### src/rtl/csc_sync_err_cnt.sv
`default_nettype none
// =============================================================================
// csc_sync_err_cnt : per-group CSC sync-loss event/bad-cycle counters,
//                    first-loss BXN stamps, free-running BXN and sync alarm
// Revision: 1.0
// =============================================================================
module csc_sync_err_cnt #(
  parameter int MXCNT      = 16,
  parameter int MXBXN      = 12,
  parameter int LHC_CYCLE  = 3564,
  parameter int BXN_OFFSET = 0,
  parameter int RECOV_LEN  = 8,
  parameter int ALARM_THR  = 1
) (
  input  logic             clock,
  input  logic             global_reset_n,
  input  logic             ttc_bx0,
  input  logic             ttc_resync,
  input  logic             cnt_clear,
  input  logic             cfebs_synced,
  input  logic             cfebs_lostsync,
  input  logic             cfebs_me1a_synced,
  input  logic             cfebs_me1a_lostsync,
  output logic [MXCNT-1:0] me1b_evt_cnt,
  output logic [MXCNT-1:0] me1b_bad_cnt,
  output logic [MXBXN-1:0] me1b_first_bxn,
  output logic             me1b_first_vld,
  output logic [MXCNT-1:0] me1a_evt_cnt,
  output logic [MXCNT-1:0] me1a_bad_cnt,
  output logic [MXBXN-1:0] me1a_first_bxn,
  output logic             me1a_first_vld,
  output logic [MXBXN-1:0] bxn,
  output logic             sync_err_alarm
);

  typedef enum logic [1:0] {
    ST_OK    = 2'd0,
    ST_BAD   = 2'd1,
    ST_RECOV = 2'd2
  } state_t;

  localparam logic [MXCNT-1:0] CNT_MAX    = '1;
  localparam logic [MXCNT-1:0] CNT_ONE    = MXCNT'(1);
  localparam logic [MXBXN-1:0] BXN_LAST   = MXBXN'(LHC_CYCLE - 1);
  localparam logic [MXBXN-1:0] BXN_LOAD   = MXBXN'(BXN_OFFSET);
  localparam logic [MXBXN-1:0] BXN_ONE    = MXBXN'(1);
  localparam logic [8:0]       RECOV_EXIT = 9'(RECOV_LEN);

  logic             clr;
  logic [1:0]       grp_synced;
  logic [1:0][MXCNT-1:0] evt_cnt;
  logic [1:0][MXCNT-1:0] bad_cnt;
  logic [1:0][MXBXN-1:0] first_bxn;
  logic [1:0]            first_vld;

  logic [MXBXN-1:0] bxn_q, bxn_d;
  logic             alarm_q, alarm_d;
  logic             cnt_term;

  assign clr        = cnt_clear | ttc_resync;
  assign grp_synced = {cfebs_me1a_synced, cfebs_synced};

  always_comb begin
    bxn_d = bxn_q + BXN_ONE;
    if (ttc_bx0)               bxn_d = BXN_LOAD;
    else if (bxn_q == BXN_LAST) bxn_d = '0;
  end

  // Group 0 is ME1b, group 1 is ME1a.
  generate
    for (genvar g = 0; g < 2; g++) begin : g_grp
      state_t           state_q, state_d;
      logic [7:0]       rcnt_q, rcnt_d;
      logic [8:0]       rcnt_inc;
      logic [MXCNT-1:0] evt_q, evt_d, bad_q, bad_d;
      logic [MXBXN-1:0] fbxn_q, fbxn_d;
      logic             fvld_q, fvld_d;
      logic             synced;

      assign synced = grp_synced[g];

      always_comb begin
        state_d  = state_q;
        rcnt_d   = rcnt_q;
        evt_d    = evt_q;
        bad_d    = bad_q;
        fbxn_d   = fbxn_q;
        fvld_d   = fvld_q;
        rcnt_inc = {1'b0, rcnt_q} + 9'd1;
        // A clear wins over anything sampled in the same cycle.
        if (clr) begin
          state_d = ST_OK;
          rcnt_d  = '0;
          evt_d   = '0;
          bad_d   = '0;
          fbxn_d  = '0;
          fvld_d  = 1'b0;
        end else begin
          if (!synced && bad_q != CNT_MAX) bad_d = bad_q + CNT_ONE;
          case (state_q)
            ST_OK: begin
              if (!synced) begin
                state_d = ST_BAD;
                if (evt_q != CNT_MAX) evt_d = evt_q + CNT_ONE;
                if (!fvld_q) begin
                  fbxn_d = bxn_q;
                  fvld_d = 1'b1;
                end
              end
            end
            ST_BAD: begin
              if (synced) begin
                state_d = ST_RECOV;
                rcnt_d  = 8'd1;
              end
            end
            ST_RECOV: begin
              if (!synced) begin
                state_d = ST_BAD;
                rcnt_d  = '0;
              end else if (rcnt_inc >= RECOV_EXIT) begin
                state_d = ST_OK;
                rcnt_d  = '0;
              end else begin
                rcnt_d  = rcnt_inc[7:0];
              end
            end
            default: begin
              state_d = ST_OK;
              rcnt_d  = '0;
            end
          endcase
        end
      end

      always_ff @(posedge clock) begin
        if (!global_reset_n) begin
          state_q <= ST_OK;
          rcnt_q  <= '0;
          evt_q   <= '0;
          bad_q   <= '0;
          fbxn_q  <= '0;
          fvld_q  <= 1'b0;
        end else begin
          state_q <= state_d;
          rcnt_q  <= rcnt_d;
          evt_q   <= evt_d;
          bad_q   <= bad_d;
          fbxn_q  <= fbxn_d;
          fvld_q  <= fvld_d;
        end
      end

      assign evt_cnt[g]   = evt_q;
      assign bad_cnt[g]   = bad_q;
      assign first_bxn[g] = fbxn_q;
      assign first_vld[g] = fvld_q;
    end

    if (ALARM_THR == 0) begin : g_thr_off
      assign cnt_term = 1'b0;
    end else begin : g_thr_on
      localparam logic [MXCNT-1:0] THR = MXCNT'(ALARM_THR);
      assign cnt_term = (evt_cnt[0] >= THR) | (evt_cnt[1] >= THR);
    end
  endgenerate

  // Count term looks at the already-registered counters, giving one cycle of lag.
  assign alarm_d = cfebs_lostsync | cfebs_me1a_lostsync | cnt_term;

  always_ff @(posedge clock) begin
    if (!global_reset_n) begin
      bxn_q   <= '0;
      alarm_q <= 1'b0;
    end else begin
      bxn_q   <= bxn_d;
      alarm_q <= alarm_d;
    end
  end

  assign me1b_evt_cnt   = evt_cnt[0];
  assign me1b_bad_cnt   = bad_cnt[0];
  assign me1b_first_bxn = first_bxn[0];
  assign me1b_first_vld = first_vld[0];
  assign me1a_evt_cnt   = evt_cnt[1];
  assign me1a_bad_cnt   = bad_cnt[1];
  assign me1a_first_bxn = first_bxn[1];
  assign me1a_first_vld = first_vld[1];
  assign bxn            = bxn_q;
  assign sync_err_alarm = alarm_q;

endmodule
`default_nettype wire

### config.mk
export PLATFORM = sky130hd
export DESIGN_NAME = csc_sync_err_cnt
export DESIGN_NICKNAME = d
export VERILOG_FILES = /design/src/rtl/csc_sync_err_cnt.sv
export SDC_FILE = /design/constraint.sdc
export NUM_CORES = 1
export LEC_CHECK = 0
export ABC_AREA = 1
export BUFFER_PORTS_ARGS = -buffer_cell sky130_fd_sc_hd__buf_4
export CORE_MARGIN = 5
export CORE_UTILIZATION = 53
export DETAILED_ROUTE_END_ITERATION = 16
export PLACE_DENSITY_LB_ADDON = 0.2
export SLEW_MARGIN = 30
export SYNTH_ARGS = -nofsm -noshare
export SYNTH_HDL_FRONTEND = slang
export SYNTH_SLANG_ARGS = --single-unit
### constraint.sdc
create_clock -name clock -period 1.9 [get_ports clock]
set_input_delay 0.19 -clock clock [delete_from_list [all_inputs] [get_ports clock]]
set_output_delay 0.19 -clock clock [all_outputs]
set_load 0.05 [all_outputs]
==> results, run 1 <==
- The DRC violation count after routing is 0.
- The time the worst path needs with I/O delays and setup is 1810 ps.
- TritonCTS built the clock tree.
- After floorplanning, the core was divided into 40 placement rows.
- After synthesis, the most frequently instantiated cells are 253 x sky130_fd_sc_hd__nand2_1, 129 x sky130_fd_sc_hd__nor2_1, 123 x sky130_fd_sc_hd__dfxtp_1.
- The power per cell area is 763 nW/um^2.
- The area fraction of the dominant cell type after synthesis is 0.384.
- The die is 120 um wide.
- Clock tree synthesis found a total of 123 sinks.
- The largest net degree at the start of global routing is 41.
- The final max-slew violation count is 0.
- The routed design has 16,800 um of wire.
- The initial antenna violation count is 0.
- The net count after synthesis is 983.
- After the last flow step, the layout net total stands at 1,124.
- The portion of the clock cycle consumed by the worst path in the final layout is 0.951.
- The number of antenna-violating nets in the routed design is 0.
- The count of antenna diodes in the layout is 0.
- The placeable core region is 12,000 sq um.
- Fill cells in the final layout number 1,016.
- Clock-pin slew was measured on the worst setup and hold paths at 50 ps.
- Setup repair after global routing left no endpoint under its margin.
- The largest buffer count on any clock path is 2.
- In this run the count of I/O pins placed on the die edge is 112.
- sky130_fd_sc_hd__dfxtp_1 takes more of the synthesized area than any other cell.
- The total global-route track usage is 0.244.
- The synthesis-to-finish area growth is 28.3%.
- In this run, distinct cell masters in the synthesized netlist total 30.
- The worst setup path is of the register to register kind.
- The detailed router finished its first iteration with 494 violations.
- The later pin in the worst-skew pair is clocked with a latency of 420 ps.
- The initial utilization of the core area, before any placement, comes to 0.537.
- The sum of negative setup slack is 0 ps.
- Of the cells placed in the final design, the portion with a size suffix greater than 1 is 0.198.
- Setup slack on the worst reg-to-reg path comes out at 90 ps.
- In the routed layout, each cell is associated on average with a via count of 5.17.
- Dividing the detail-routed wire length by the instance count gives 13.4 um.
- The dominant synthesized flop cell is sky130_fd_sc_hd__dfxtp_1.
- In this run the worst path has a maximum fanout of 8.
- Measured against its own limit, the worst slew margin works out to 0.534.
- The maximum level of the CTS H-tree is 4.
- The flow ran to the end, and the final reports show no timing, DRC or antenna violations.
- STA classifies the critical path startpoint as a register.
- The area of the die is 14,400 sq um.
- The synthesized design contains 0 enable-type register cells.
- Yosys printed 0 warnings.
- The first TritonRoute pass finished after 5 iterations.
- Across the VDD grid, the largest voltage drop is 0.000511 V.
- The synthesized area per cell is 6.74 sq um.
- The transition at the pin with the smallest max-transition slack is 697 ps.
- Routability-driven placement finished with a final weighted congestion of 0.912.
- In the post-synthesis netlist, the biggest area contributors are sky130_fd_sc_hd__dfxtp_1 38%, sky130_fd_sc_hd__nand2_1 15%, sky130_fd_sc_hd__nor2_1 7.5%.
- The detailed placer's ending HPWL is 11,900 um.
- Across the run, the number of max-cap violations was 0.
- Setup violations remaining at the end of the flow were counted as 0.
- For the final database, setup skew stands at 4.81 ps.
- Counting the buffers created by CTS gives 17.
- The share of the Yosys chip area taken by registers is 0.384.
- The quantity of I/O buffers inserted on ports is 111.
- The first global-routing pass estimated 28,900 um of wire.
- For this run, asynchronously set or reset flops after synthesis account for 0.
- The leakage component of the power is 3.26 nW.
- The routed layout has 6,478 vias.
- The category of the worst setup path capture point is a register.
- The worst endpoint required time is 2210 ps.
- The area of the mapped netlist is 6420 sq um.
- The CTS root buffer is sky130_fd_sc_hd__clkbuf_16.
- The via count of the first global-routing pass was 6,040.
- The number of flip-flops and latches in the synthesized netlist is 123.
- The leading cell type by number of instances after synthesis is sky130_fd_sc_hd__nand2_1.
- The tightest min-delay check is of the input port to register type.
- The highest attainable clock frequency is 553 MHz.
- The die boundary height is 120 um.
- After technology mapping, the gate count stands at 953.
- The arrival time reported for the critical path endpoint is 2110 ps.
- Once layout is complete, the utilization of the core stands at 0.689.
- The leftover overflow at the end of global routing is 0.
- The number of endpoints with negative hold slack in the final report is 0.
[metrics by stage]
| stage | cells | area (sq um) | hold slack (ps) | total power, mW | setup slack, ps |
|---|---|---|---|---|---|
| after global placement | 1218 | 7590 | 419 | 3.03 | 71.8 |
| after global routing | 1254 | 8240 | 131 | 6.50 | 0.0575 |
| after floorplan | 953 | 6430 | 288 | 2.91 | 75.5 |
| after CTS | 1251 | 8210 | 104 | 6.33 | 55.4 |
| final | 1254 | 8240 | 121 | 6.29 | 92.3 |
| after detailed placement | 1218 | 7590 | 423 | 3.03 | 2.71 |
[layer usage]
layer / global-route usage / vias up / share of wire
met5: 0 / - / 0
met4: 0.102 / 0 / 0.024
met3: 0.0603 / 30 / 0.055
met2: 0.381 / 169 / 0.45
met1: 0.323 / 2920 / 0.47
li1: - / 3359 / -
[worst paths after layout]
check,to,cells after the start,startpoint
max reg2reg,me1b_evt_cnt[1]$_SDFFE_PP0P_,9,me1b_evt_cnt[0]$_SDFFE_PP0P_
max,me1b_evt_cnt[1]$_SDFFE_PP0P_,9,me1b_evt_cnt[0]$_SDFFE_PP0P_
min,me1a_first_vld$_SDFFE_PP0P_,4,cfebs_me1a_synced
min reg2reg,g_grp[0].rcnt_q[7]$_SDFFE_PP0P_,2,g_grp[0].rcnt_q[7]$_SDFFE_PP0P_
[flip-flops by register name (all words and copies together) (netlist names)]
name and flops:
bxn 12, g_grp.rcnt_q 16, g_grp.state_q 4, me1a_bad_cnt 16
me1a_evt_cnt 16, me1a_first_bxn 12, me1a_first_vld 1, me1b_bad_cnt 16
me1b_evt_cnt 16, me1b_first_bxn 12, me1b_first_vld 1, sync_err_alarm 1
[logic make-up after synthesis]
logic type                 Yosys count  share of synthesized area
AOI/OAI and AO/OA                  149                      0.123
xor gates and xnor gates            27                     0.0368
adders and majority gates           21                     0.0409
buffers and inverters              123                     0.0783
DFF                                123                      0.384
and+or+nand+nor                    510                      0.337
[worst max-delay path, cell delays in order (launching register included)]
cell,delay (ps)
sky130_fd_sc_hd__dfxtp_2,420
sky130_fd_sc_hd__ha_2,240
sky130_fd_sc_hd__inv_1,90
sky130_fd_sc_hd__nor2_4,170
sky130_fd_sc_hd__nand2_1,80
sky130_fd_sc_hd__nor2_1,210
sky130_fd_sc_hd__nor2_4,110
sky130_fd_sc_hd__buf_4,180
sky130_fd_sc_hd__o21ai_0,150
sky130_fd_sc_hd__nor2_1,60
[final cells by class]
type,count,area [sq um],area share
multi-input combinational,707,3470,0.421
clock inverter,12,146,0.0178
tap,147,184,0.0223
sequential,123,2470,0.300
timing repair buffer,146,1140,0.138
clock buffer,20,457,0.0554
inverter,99,374,0.0454
[what timing repair did]
item	4_1_cts	5_1_grt
buffers inserted	0	3
setup endpoints to repair	3	16
gates resized for setup	1	4
endpoints found under the hold margin	1	0
hold buffers	1	0
pin swaps	0	2
[cell usage in the layout, fill, tap and decap left out, drive strengths merged]
master       netlist  final
nand3             56     56
a21oi             92     92
o22ai              1      1
buf               10    145
dfxtp            123    123
clkinv             0      6
ha                21     21
bufinv             0      3
o21ai             54     54
xor2              21     21
xnor2              6      6
clkbuf            14     20
nand4             31     31
o31ai              1      1
a211oi             1      1
nor3              19     19
nor2             142    142
clkinvlp           0      3
dlygate4sd3        0      1
nand2            258    258
inv               99     99
or2                4      4
[power breakdown]
part,internal (mW),switching [mW]
logic,0.112,0.249
registers,2.60,0.0198
clock network,2.12,1.19
No activity file was read; power rests on OpenSTA's default activity.
==> inputs of run 2 (changes only) <==
--- a/config.mk
+++ b/config.mk
@@ -5,13 +5,12 @@
 export SDC_FILE = /design/constraint.sdc
 export NUM_CORES = 1
 export LEC_CHECK = 0
-export ABC_AREA = 1
 export BUFFER_PORTS_ARGS = -buffer_cell sky130_fd_sc_hd__buf_4
 export CORE_MARGIN = 5
 export CORE_UTILIZATION = 53
 export DETAILED_ROUTE_END_ITERATION = 16
 export PLACE_DENSITY_LB_ADDON = 0.2
-export SLEW_MARGIN = 30
+export SLEW_MARGIN = 20
 export SYNTH_ARGS = -nofsm -noshare
 export SYNTH_HDL_FRONTEND = slang
 export SYNTH_SLANG_ARGS = --single-unit
==> results, run 2 <==
- The run finished with clean final reports.
- The worst-case vdd ir drop was 0.000545 V (+6.6%).
- The quantity of I/O buffers inserted on ports is 111 (unchanged).
- The area of the die came to 12,900 sq um (-10%).
- The top fanout value on the critical path is 5 (-3).
- The via count of the first global-routing pass is 5,054 (-16%).
- The power per cell area is 825 nW/um^2 (+8.1%).
- The aggregate routed wire length was 14,800 um (-12%).
- The highest attainable clock frequency is 548 MHz (-1.0%).
- The worst endpoint required time is 2280 ps (+70 ps).
- The total global-route track usage is 0.229 (-0.0154).
- The average detailed-routed wire length per instance is 15.5 um (+15%).
- The area of the multi-input gates is 3140 sq um (-9.5%).
- The horizontal die dimension was 114 um (-5.4%).
- The CTS tree is built.
- The pre-CTS worst setup slack came to 34.3 ps (+31.6 ps).
- The number of endpoints with negative hold slack in the final report is 0 (unchanged).
- The count of maximum capacitance violations was 0 (unchanged).
- The number of antenna-violating nets in the routed design is 0 (unchanged).
- In this run the most critical hold path is launched from cfebs_me1a_synced.
- The time the worst path needs with I/O delays and setup is 1830 ps (+18.2 ps).
- The leakage component of the power is 2.98 nW (-8.5%).
- The clock-pin slew of the registers on the worst-case setup and hold paths is 60 ps (about the same).
- The worst register-to-register path begins at me1a_bad_cnt[0]$_SDFFE_PP0P_.
- The synthesized area per cell is 8.51 sq um (+26%).
- The power after layout is 6.25 mW (-0.58%).
- The core occupancy in the finished layout is 0.728 (+0.0388).
- The worst hold path belongs to the class input port to register.
- The critical path launch point is me1a_bad_cnt[0]$_SDFFE_PP0P_.
- The worst-case setup margin in the final layout is 74.1 ps (-18.2 ps).
- The initial antenna violation count is 0 (unchanged).
- The layout cell share with drive strength beyond 1 is 0.257 (+0.0589).
- The arrival time reported for the critical path endpoint is 2200 ps (+90 ps).
- The library cells used most frequently in the layout, excluding fill and tap cells, are 140 x sky130_fd_sc_hd__buf_4, 110 x sky130_fd_sc_hd__dfxtp_1, 89 x sky130_fd_sc_hd__nand2_1, 82 x sky130_fd_sc_hd__nor2_1, 43 x sky130_fd_sc_hd__xor2_1.
- The transition at the pin with the smallest max-transition slack is 576 ps (-121 ps).
- The count of boundary I/O pins is 112 (unchanged).
- The number of distinct library cell variants in the gate-level netlist after synthesis was 57 (+90%).
- The clock insertion delay at the later pin of the skew report is 520 ps (+100 ps).
- The portion of the clock cycle consumed by the worst path in the final layout is 0.961 (+0.00958).
- In the post-synthesis netlist, the biggest area contributors are sky130_fd_sc_hd__dfxtp_1 43%, sky130_fd_sc_hd__xor2_1 6.6%, sky130_fd_sc_hd__nand2_1 5.9%.
- The via count of the routed design came to 5,356 (-17%).
- The total iterations of the first detailed-routing run is 5 (unchanged).
- The largest buffer count on any clock path is 2 (unchanged).
- The gate count after technology mapping was 669 (-30%).
- The worst setup path is of the register to register kind.
- The leftover overflow at the end of global routing came to 0 (unchanged).
- The final max-slew violation count came to 0 (unchanged).
- The total of endpoints with negative setup slack in the final report is 0 (unchanged).
- The routability-driven placement congestion ratio came to 0.847 (-7.1%).
- The worst setup path is launched from a register.
- The library cell used most frequently in the layout, excluding fill and tap cells, is sky130_fd_sc_hd__buf_4.
- The async set-reset flop share out of synthesis is 0 (unchanged).
- The sequential area share after synthesis came to 0.433 (+0.0491).
- The number of buffers created by CTS is 17 (unchanged).
- The area fraction of the dominant cell type after synthesis was 0.433 (+0.0491).
- The placeable core region is 10,400 sq um (-13%).
- The biggest area contributor in the post-synthesis netlist is sky130_fd_sc_hd__dfxtp_1.
- The count of antenna diodes in the layout came to 0 (unchanged).
- The detailed placer's ending HPWL is 10,200 um (-14%).
- CTS placed an instance of sky130_fd_sc_hd__clkbuf_8 at the clock tree root.
- The synthesis-to-finish area growth is 33.2%.
- The largest net degree at the start of global routing is 55 (+34%).
- The net count after synthesis is 699 (-29%).
- The area of the mapped netlist came to 5690 sq um (-11%).
- The row count is 37 (-7.5%).
- The violation count after the first detailed-route iteration was 291 (-41%).
- The dominant synthesized flop cell is sky130_fd_sc_hd__dfxtp_1.
- The count of flip-flops with a built-in enable after synthesis is 0 (unchanged).
- The filler cell count in the final layout is 793 (-22%).
- The category of the worst setup path capture point is a register.
- The final worst clock skew is 7.96 ps (+3.15 ps).
- The total number of yosys warnings came to 0 (unchanged).
- The headroom to the max-slew limit came to 0.616 (+0.0814).
- The die boundary height is 114 um (-5.4%).
- The via-per-instance ratio is 5.59 (+8.2%).
- Among all cell types in the netlist, the one instantiated most often is sky130_fd_sc_hd__dfxtp_1.
- The total number of nets in the final design is 839 (-25%).
- The maximum level of the CTS H-tree came to 4 (unchanged).
- The wire length of the first global-routing pass was 24,500 um (-15%).
- The area of all sequential standard cells is 2480 sq um (+0.25%).
- The starting utilization of the core area was 0.546 (+0.00971).
- The number of flip-flops and latches in the synthesized netlist is 123 (unchanged).
- The DRC violation count after routing was 0 (unchanged).
- In the synthesized netlist, the cells that appear most often are 123 x sky130_fd_sc_hd__dfxtp_1, 90 x sky130_fd_sc_hd__nand2_1, 82 x sky130_fd_sc_hd__nor2_1.
- The clock sink count came to 123 (unchanged).
[run 2: logic make-up (layout without fill, tap and decap cells)]
group,count (synthesis),in the layout,share of synthesized area
flops,123,123,0.433
simple gates,327,327,0.289
fa+ha+maj,21,21,0.0462
mux,2,2,0.00352
buf+inv,38,191,0.0259
xor+xnor,60,60,0.0923
compound gates,98,98,0.111
[run 2: what timing repair did]
| item | CTS | global route |
|---|---|---|
| pin swaps | 0 | 5 |
| gates cloned | 0 | 1 |
| setup endpoints to repair | 12 | 34 |
| buffers inserted | 0 | 4 |
| endpoints found under the hold margin | 1 | 0 |
| resized for setup | 1 | 19 |
| hold buffers | 3 | 0 |
[run 2: critical path, stage by stage, from the launching register on]
cell	delay, ps
sky130_fd_sc_hd__dfxtp_2	370
sky130_fd_sc_hd__ha_1	240
sky130_fd_sc_hd__nand4_1	170
sky130_fd_sc_hd__o41a_1	500
sky130_fd_sc_hd__nand4_1	150
sky130_fd_sc_hd__xor2_1	190
sky130_fd_sc_hd__nor2_1	70
[run 2: cell type report]
cell class	instances	share of cell area
Timing Repair Buffer	145	0.146
Inverter	14	0.00693
Sequential cell	123	0.327
Tap cell	136	0.0225
Clock inverter	14	0.0272
Clock buffer	18	0.0565
Multi-Input combinational cell	508	0.414
[run 2: where the power goes]
part,internal [mW],switching (mW),leakage [nW]
registers,2.59,0.0108,0.998
clock network,2.20,1.23,0.308
logic,0.0753,0.147,1.67
total,4.86,1.39,2.98
[run 2: final timing paths]
check                                     endpoint  slack (ps)  cells past startpoint
hold reg to reg     me1b_first_bxn[2]$_SDFFE_PP0P_         460                      2
setup reg to reg      me1a_bad_cnt[4]$_SDFFE_PP0P_          70                      6
setup / recovery      me1a_bad_cnt[4]$_SDFFE_PP0P_          70                      6
hold / removal    g_grp[1].state_q[1]$_SDFFE_PP0P_          40                      3
[run 2: through the flow]
| step | instances | hold slack, ps | cell area [sq um] | TNS, ps |
|---|---|---|---|---|
| 3_5_place_dp | 918 | 451 | 6810 | 0 |
| 5_1_grt | 958 | 44.1 | 7580 | -12.5 |
| 2_1_floorplan | 669 | 312 | 5710 | 0 |
| 6_report | 958 | 41.0 | 7580 | 0 |
| 4_1_cts | 953 | 19.7 | 7480 | 0 |
| 3_3_place_gp | 918 | 443 | 6810 | 0 |
[run 2: metal layers]
layer | vias up | share of wire | routed length (um) | GRT usage
li1 | 2640 | - | - | -
met1 | 2535 | 0.44 | 6470 | 0.296
met2 | 163 | 0.50 | 7360 | 0.386
met3 | 18 | 0.056 | 826 | 0.0483
met4 | 0 | 0.012 | 176 | 0.0649
met5 | - | 0 | 0 | 0
